===== src/rtl/instr_fetch_if.sv =====
// Fetch-unit bus bundle: PC link, instruction-memory read port and decoder handshake.
// master = fetch unit, slave = the PC / memory / decoder side.
interface instr_fetch_if #(
  parameter int unsigned DATA_WIDTH = 16,
  parameter int unsigned ADDR_WIDTH = 16
);
  logic [ADDR_WIDTH-1:0] pc_i;
  logic                  pc_inc_no;
  logic [ADDR_WIDTH-1:0] mem_addr_o;
  logic                  mem_rd_o;
  logic                  mem_ack_i;
  logic [DATA_WIDTH-1:0] mem_data_i;
  logic [DATA_WIDTH-1:0] ir_o;
  logic [ADDR_WIDTH-1:0] ir_addr_o;
  logic                  valid_o;
  logic                  ready_i;

  modport master (
    input  pc_i, mem_ack_i, mem_data_i, ready_i,
    output pc_inc_no, mem_addr_o, mem_rd_o, ir_o, ir_addr_o, valid_o
  );

  modport slave (
    output pc_i, mem_ack_i, mem_data_i, ready_i,
    input  pc_inc_no, mem_addr_o, mem_rd_o, ir_o, ir_addr_o, valid_o
  );
endinterface


===== src/rtl/instr_fetch.sv =====
// Instruction fetch stage: PC -> memory read -> IR with valid/ready to the decoder.
// Optional fetch timeout fault enabled by defining FETCH_TIMEOUT_EN.
module instr_fetch #(
  parameter int unsigned DATA_WIDTH     = 16,
  parameter int unsigned ADDR_WIDTH     = 16,
  parameter int unsigned TIMEOUT_CYCLES = 15
) (
  input  logic          clk_i,
  input  logic          reset_i,
  input  logic          enable_i,
  input  logic          flush_i,
  output logic          fault_o,
  instr_fetch_if.master bus
);

  typedef enum logic [1:0] {StIdle, StWait, StHold} state_e;

  state_e                state_q, state_d;
  logic [ADDR_WIDTH-1:0] addr_q, addr_d;
  logic                  rd_q, rd_d;
  logic [DATA_WIDTH-1:0] ir_q, ir_d;
  logic [ADDR_WIDTH-1:0] ir_addr_q, ir_addr_d;
  logic                  valid_q, valid_d;
  logic                  inc_n_q, inc_n_d;
  logic                  start_ok;

`ifdef FETCH_TIMEOUT_EN
  localparam int unsigned CntW = $clog2(TIMEOUT_CYCLES + 1);

  logic [CntW-1:0] cnt_q, cnt_d;
  logic            fault_q, fault_d;

  // A latched fault blocks all further fetches until reset.
  assign start_ok = enable_i & ~fault_q;
  assign fault_o  = fault_q;
`else
  assign start_ok = enable_i;
  assign fault_o  = 1'b0;
`endif

  always_comb begin
    state_d   = state_q;
    addr_d    = addr_q;
    rd_d      = rd_q;
    ir_d      = ir_q;
    ir_addr_d = ir_addr_q;
    valid_d   = valid_q;
    // The increment strobe is a single-cycle pulse, so it is released by default.
    inc_n_d   = 1'b1;
`ifdef FETCH_TIMEOUT_EN
    cnt_d     = cnt_q;
    fault_d   = fault_q;
`endif

    if (flush_i) begin
      state_d = StIdle;
      valid_d = 1'b0;
      rd_d    = 1'b0;
    end else begin
      case (state_q)
        StIdle: begin
          if (start_ok) begin
            addr_d  = bus.pc_i;
            rd_d    = 1'b1;
            state_d = StWait;
`ifdef FETCH_TIMEOUT_EN
            cnt_d   = '0;
`endif
          end
        end
        StWait: begin
          if (bus.mem_ack_i) begin
            ir_d      = bus.mem_data_i;
            ir_addr_d = addr_q;
            valid_d   = 1'b1;
            rd_d      = 1'b0;
            inc_n_d   = 1'b0;
            state_d   = StHold;
`ifdef FETCH_TIMEOUT_EN
          end else if (cnt_q == CntW'(TIMEOUT_CYCLES - 1)) begin
            rd_d    = 1'b0;
            fault_d = 1'b1;
            state_d = StIdle;
          end else begin
            cnt_d = cnt_q + 1'b1;
`endif
          end
        end
        StHold: begin
          // Always return through idle so the PC increment lands before pc_i is re-sampled.
          if (valid_q && bus.ready_i) begin
            valid_d = 1'b0;
            state_d = StIdle;
          end
        end
        default: state_d = StIdle;
      endcase
    end
  end

  always_ff @(posedge clk_i or posedge reset_i) begin
    if (reset_i) begin
      state_q   <= StIdle;
      addr_q    <= '0;
      rd_q      <= 1'b0;
      ir_q      <= '0;
      ir_addr_q <= '0;
      valid_q   <= 1'b0;
      inc_n_q   <= 1'b1;
`ifdef FETCH_TIMEOUT_EN
      cnt_q     <= '0;
      fault_q   <= 1'b0;
`endif
    end else begin
      state_q   <= state_d;
      addr_q    <= addr_d;
      rd_q      <= rd_d;
      ir_q      <= ir_d;
      ir_addr_q <= ir_addr_d;
      valid_q   <= valid_d;
      inc_n_q   <= inc_n_d;
`ifdef FETCH_TIMEOUT_EN
      cnt_q     <= cnt_d;
      fault_q   <= fault_d;
`endif
    end
  end

  assign bus.mem_addr_o = addr_q;
  assign bus.mem_rd_o   = rd_q;
  assign bus.ir_o       = ir_q;
  assign bus.ir_addr_o  = ir_addr_q;
  assign bus.valid_o    = valid_q;
  assign bus.pc_inc_no  = inc_n_q;

endmodule


===== src/flat_wrapper.sv =====
// flat-port wrapper written by rule: the top's interface ports become plain ports
module instr_fetch_flat 
#(
  parameter int unsigned DATA_WIDTH     = 16,
  parameter int unsigned ADDR_WIDTH     = 16,
  parameter int unsigned TIMEOUT_CYCLES = 15
)
  (clk_i, reset_i, enable_i, flush_i, fault_o, bus_pc_i, bus_mem_ack_i, bus_mem_data_i, bus_ready_i, bus_pc_inc_no, bus_mem_addr_o, bus_mem_rd_o, bus_ir_o, bus_ir_addr_o, bus_valid_o);
  instr_fetch_if #(.DATA_WIDTH(DATA_WIDTH), .ADDR_WIDTH(ADDR_WIDTH)) bus_i ();
  input  logic clk_i;
  input  logic reset_i;
  input  logic enable_i;
  input  logic flush_i;
  output logic fault_o;
  input wire logic [$bits(bus_i.pc_i)-1:0] bus_pc_i;
  input wire logic [$bits(bus_i.mem_ack_i)-1:0] bus_mem_ack_i;
  input wire logic [$bits(bus_i.mem_data_i)-1:0] bus_mem_data_i;
  input wire logic [$bits(bus_i.ready_i)-1:0] bus_ready_i;
  output wire logic [$bits(bus_i.pc_inc_no)-1:0] bus_pc_inc_no;
  output wire logic [$bits(bus_i.mem_addr_o)-1:0] bus_mem_addr_o;
  output wire logic [$bits(bus_i.mem_rd_o)-1:0] bus_mem_rd_o;
  output wire logic [$bits(bus_i.ir_o)-1:0] bus_ir_o;
  output wire logic [$bits(bus_i.ir_addr_o)-1:0] bus_ir_addr_o;
  output wire logic [$bits(bus_i.valid_o)-1:0] bus_valid_o;
  assign bus_i.pc_i = bus_pc_i;
  assign bus_i.mem_ack_i = bus_mem_ack_i;
  assign bus_i.mem_data_i = bus_mem_data_i;
  assign bus_i.ready_i = bus_ready_i;
  assign bus_pc_inc_no = bus_i.pc_inc_no;
  assign bus_mem_addr_o = bus_i.mem_addr_o;
  assign bus_mem_rd_o = bus_i.mem_rd_o;
  assign bus_ir_o = bus_i.ir_o;
  assign bus_ir_addr_o = bus_i.ir_addr_o;
  assign bus_valid_o = bus_i.valid_o;
  instr_fetch #(.DATA_WIDTH(DATA_WIDTH), .ADDR_WIDTH(ADDR_WIDTH), .TIMEOUT_CYCLES(TIMEOUT_CYCLES)) u_core (.clk_i(clk_i), .reset_i(reset_i), .enable_i(enable_i), .flush_i(flush_i), .fault_o(fault_o), .bus(bus_i));
endmodule

===== config.mk =====
export PLATFORM = sky130hd
export DESIGN_NAME = instr_fetch_flat
export DESIGN_NICKNAME = d
export VERILOG_FILES = /design/src/rtl/instr_fetch_if.sv /design/src/rtl/instr_fetch.sv /design/src/flat_wrapper.sv
export SDC_FILE = /design/constraint.sdc
export NUM_CORES = 1
export LEC_CHECK = 0
export BUFFER_PORTS_ARGS = -buffer_cell sky130_fd_sc_hd__clkbuf_2
export CAP_MARGIN = 0
export CORE_ASPECT_RATIO = 0.8
export CORE_MARGIN = 4
export CORE_UTILIZATION = 45
export CTS_BUF_LIST = sky130_fd_sc_hd__clkbuf_2 sky130_fd_sc_hd__clkbuf_4 sky130_fd_sc_hd__clkbuf_8
export DETAILED_ROUTE_END_ITERATION = 8
export GPL_TIMING_DRIVEN = 0
export HOLD_SLACK_MARGIN = 0.05
export PLACE_DENSITY = 0.75
export SKIP_LAST_GASP = 1
export SLEW_MARGIN = 20
export SYNTH_ARGS = -nofsm -noshare
export SYNTH_HDL_FRONTEND = slang
export SYNTH_SLANG_ARGS = --single-unit
export TNS_END_PERCENT = 20

===== constraint.sdc =====
create_clock -name clk_i -period 2.55 [get_ports clk_i]
set_clock_uncertainty 0.1 [all_clocks]
set_input_delay 0 -clock clk_i [delete_from_list [all_inputs] [get_ports clk_i]]
set_output_delay 0 -clock clk_i [all_outputs]
set_load 0.02 [all_outputs]

Word-level counts from Yosys, hierarchy flattened

Cells that the tools add are included.

Bits in registers: 53
Bits of input ports: 38
Output and inout bits: 52
Logic and storage cells: 38

Eq/ne operators: 5
Multiplexer cells: 16
Bitwise gates (word level): 1
Reductions and logical operators: 9

Operators with widths:

| cell                                                                    | count |
|---|---|
| 3-bit AND reduction                                                     | 5 |
| 1-bit two-way mux                                                       | 9 |
| 2-bit two-way mux                                                       | 4 |
| 3-bit inequality test, second input constant                            | 2 |
| 2-bit case mux with 3 select lines                                      | 1 |
| 3-bit nonzero test                                                      | 2 |
| 1-bit case mux with 2 select lines                                      | 2 |
| 3-bit by 2-bit inequality test with 1-bit output, second input constant | 1 |
| 2-bit by 1-bit == test with 1-bit output, second input constant         | 1 |
| 2-bit == test, second input constant                                    | 1 |
| 2-bit zero test                                                         | 1 |
| 1-bit logical AND                                                       | 1 |
| 1-bit inverter                                                          | 1 |

Longest topological paths before layout

Depth after elaboration: 4
Mapped depth: 5
Gate-level depth less buffers: 3

Worst setup path before layout

OpenSTA, ideal clock, no wires.

Path kind: register -> register
Start: reg u_core.state_q[0]
End: reg u_core.addr_q[0], in the netlist u_core.bus.mem_addr_o[0]
Setup time: 0.125 ns
Data arrival time: 1.445 ns
Data required time: 2.325 ns
Slack: 0.880 ns
Cell stages (with the launch flop): 5
Path buffers: 2
Period minus slack after synthesis: 1.670 ns
Path through: dfrtp_1 -> buf_6 -> nor4b_4 -> buf_6 -> mux2_2

Longest elaborated chain between the ends: 2

Ends and longest elaborated chain:

| element                       | RTL line           | RTL |
|---|---|---|
| start: declaration            | instr_fetch.sv:18  | `state_e state_q, state_d;` |
| start signal: assignment      | instr_fetch.sv:103 | `state_q <= StIdle;` |
| start signal: assignment      | instr_fetch.sv:115 | `state_q <= state_d;` |
| 2-bit zero test               | instr_fetch.sv:60  | `case (state_q)` |
| 3-bit AND reduction (no line) | --                 |  |
| end signal: assignment        | instr_fetch.sv:116 | `addr_q <= addr_d;` |
| end: declaration              | instr_fetch.sv:19  | `logic [ADDR_WIDTH-1:0] addr_q, addr_d;` |

Every way passes these cells.
A chain may end at the register's enable or synchronous reset.

Worst setup path after layout

Start: reg u_core.state_q[0]
End: reg u_core.addr_q[2], in the netlist u_core.bus.mem_addr_o[2]

The elaborated chain is that of the path after synthesis.

==> results.cfg <==
[run_status]
status = completed

[clock_tree]
cts_setup_buffers = 0
cts.sinks = 53
cts_made_buffers = 5
cts_hold_buf = 39
path_clk_slew_ns = 0.08
h-tree-depth = 2
cts_tree = yes
clk_path_buf_depth = 2
clk-insertion-delay-late_ns = 0.29
cts_resized = 0
cts_root_buf = clkbuf_8

[timing]
holdWs_ns = 0.172
fin_setup_tns_ns = 0
period_share_pct = 73.4
setup_viol = 0
slew_viol_final = 0
final_hold_viol_count = 0
fmax_mhz = 534
rsz0062_at_grt = false
min_period_ns = 1.87
relSlewSlack_pct = 62.4
worst_pin_slew_ns = 0.561

[finish]
final_common_cell = clkbuf_2
syn2layout_area_growth_pct = 48.5
layout-drive-gt1-share_pct = 58.6
antenna_cells = 0
nets = 300
final_cell_mix = 88 x clkbuf_2, 52 x dfrtp_1, 39 x dlygate4sd3_1, 37 x mux2_2, 8 x mux2_4

[critical_path]
start_kind = flop
critPathMaxFanout = 10
end_kind = flop
worst_ep_required_time_ns = 2.63
cp.arrival_ns = 1.95
path_class = reg2reg

[logic_synthesis]
netlist.area_leader.share_pct = 61.9
synth.top_cells.by_area = dfrtp_1 62%, mux2_2 20%, mux2_4 5.7%, buf_6 3.2%, mux2_1 1.6%
syn_inst = 127
synth-seq-cells = 53
synthesis.area_um2 = 2100
synthFlopType = dfrtp_1
synth_edf_count = 0
synth_top_cell_by_area = dfrtp_1
syn_avg_cell_area_um2 = 16.6
synthDistinctLibCells = 20
synthArstFlopShare_pct = 100
synth_nets = 165
ys_seq_area_share_pct = 63.2
ys_warn_count = 0

[grt]
gr-usage-met1_pct = 22.1
gr-usage-met2_pct = 30.6
grt_pass1_wl_um = 8330
grt_pass1_vias = 1680
grt_usage_pct = 17.8
overflow = 0
grt_max_degree = 32
grt_util_met3_pct = 4.76
busiest_layer = met2
antenna_found_initial = 0

[detailed_routing]
final_antenna_net_count = 0
drt-wirelength-per-cell_um = 15.3
first_iter_violations = 67
drtPass1Iterations = 2
route.detailed.drc = 0
vias = 1505
routed_wl_um = 4910
via_per_inst = 4.70

[floorplanning]
die_area_um2 = 5840
die_h_um = 69.1
rows = 21
design.core.area_um2 = 4340
start_util_pct = 48.5
die_x_um = 84.4
io_pins = 90

[pwr]
vdd_drop_max_mv = 0.542
leakagePower_nw = 1.53
cellPowerDensity_nw_per_um2 = 893

[placed_design]
dp_hpwl_um = 3340
port_buffers = 88
gp_congestion = 0.718

[worst_hold_path]
hold_path_class = in2async

[job]
cap_violations = 0
## layer usage
metal,share of wire (%),wire length (um)
met4,1.1,53
met3,6.9,341
met2,51,2490
met1,41,2020
met5,0,0
## flip-flops by register name (all words and copies together), names as in the netlist
name	count
u_core.bus.ir_addr_o	16
u_core.bus.ir_o	16
u_core.bus.mem_addr_o	16
u_core.state_q	2
u_core.bus.mem_rd_o	1
u_core.bus.pc_inc_no	1
u_core.bus.valid_o	1
## worst max-delay path: stages (launching register included)
cell,delay (ns)
dfrtp_1,0.38
buf_6,0.14
nor4b_4,0.55
buf_6,0.24
mux2_2,0.34
## synth_stat cells, types with 2 or more instances
library cell / n
buf_6: 6
a2111oi_0: 2
inv_1: 3
nor2_1: 4
dfrtp_1: 52
mux2_4: 8
mux2_2: 37
mux2_1: 3
## layout make-up
| cell class | instances | area, um^2 |
|---|---|---|
| Timing Repair Buffer | 128 | 851 |
| Fill cell | 297 | 1210 |
| Buffer | 7 | 75.1 |
| Inverter | 3 | 11.3 |
| Multi-Input combinational cell | 64 | 688 |
| Sequential cell | 53 | 1330 |
| Clock buffer | 8 | 97.6 |
| Tap cell | 57 | 71.3 |
## final timing paths
kind,depth (start not counted),to,slack [ns],from
max in group asynchronous,4,u_core.bus.mem_addr_o[1],1.66,reset_i
worst min register to register,1,u_core.bus.ir_addr_o[7],0.39,u_core.bus.ir_addr_o[7]
worst min-delay path,3,u_core.bus.mem_addr_o[12],0.17,reset_i
worst max register to register,4,u_core.bus.mem_addr_o[2],0.68,u_core.state_q[0]
min in group clk_i,3,u_core.bus.mem_addr_o[13],0.37,bus_pc_i[13]
worst max-delay path,4,u_core.bus.mem_addr_o[2],0.68,u_core.state_q[0]
## cell families (layout without fill, tap and decap cells)
logic type / Yosys count / in the layout / share of synthesized area (%)
buffers and inverters: 10 / 146 / 4.11
other: 1 / 1 / 0.178
flip-flops: 53 / 53 / 63.2
multiplexers: 48 / 48 / 27.1
AO/OA/AOI/OAI: 5 / 5 / 1.85
AND/OR/NAND/NOR: 10 / 10 / 3.57
## report_power, final
part | internal [W] | switching (W) | leakage (nW)
combinational | 0.000464 | 0.000578 | 0.844
sequential | 0.00110 | 0.000160 | 0.637
clock | 0.000243 | 0.000238 | 0.0523
total | 0.00181 | 0.000976 | 1.53
## stage by stage
stage               setup WS [ns]  utilization, %  instances  total power [W]  cell area [um^2]
floorplan                   0.880               -        127          0.00189              2100
global placement            0.538            60.3        272          0.00224              2610
detailed placement          0.661            60.8        273          0.00228              2630
CTS                         0.639            72.0        320          0.00282              3120
global route                0.592            72.0        320          0.00295              3120
finish                      0.678            72.0        320          0.00279              3120
(Power assumes the default switching activity.)
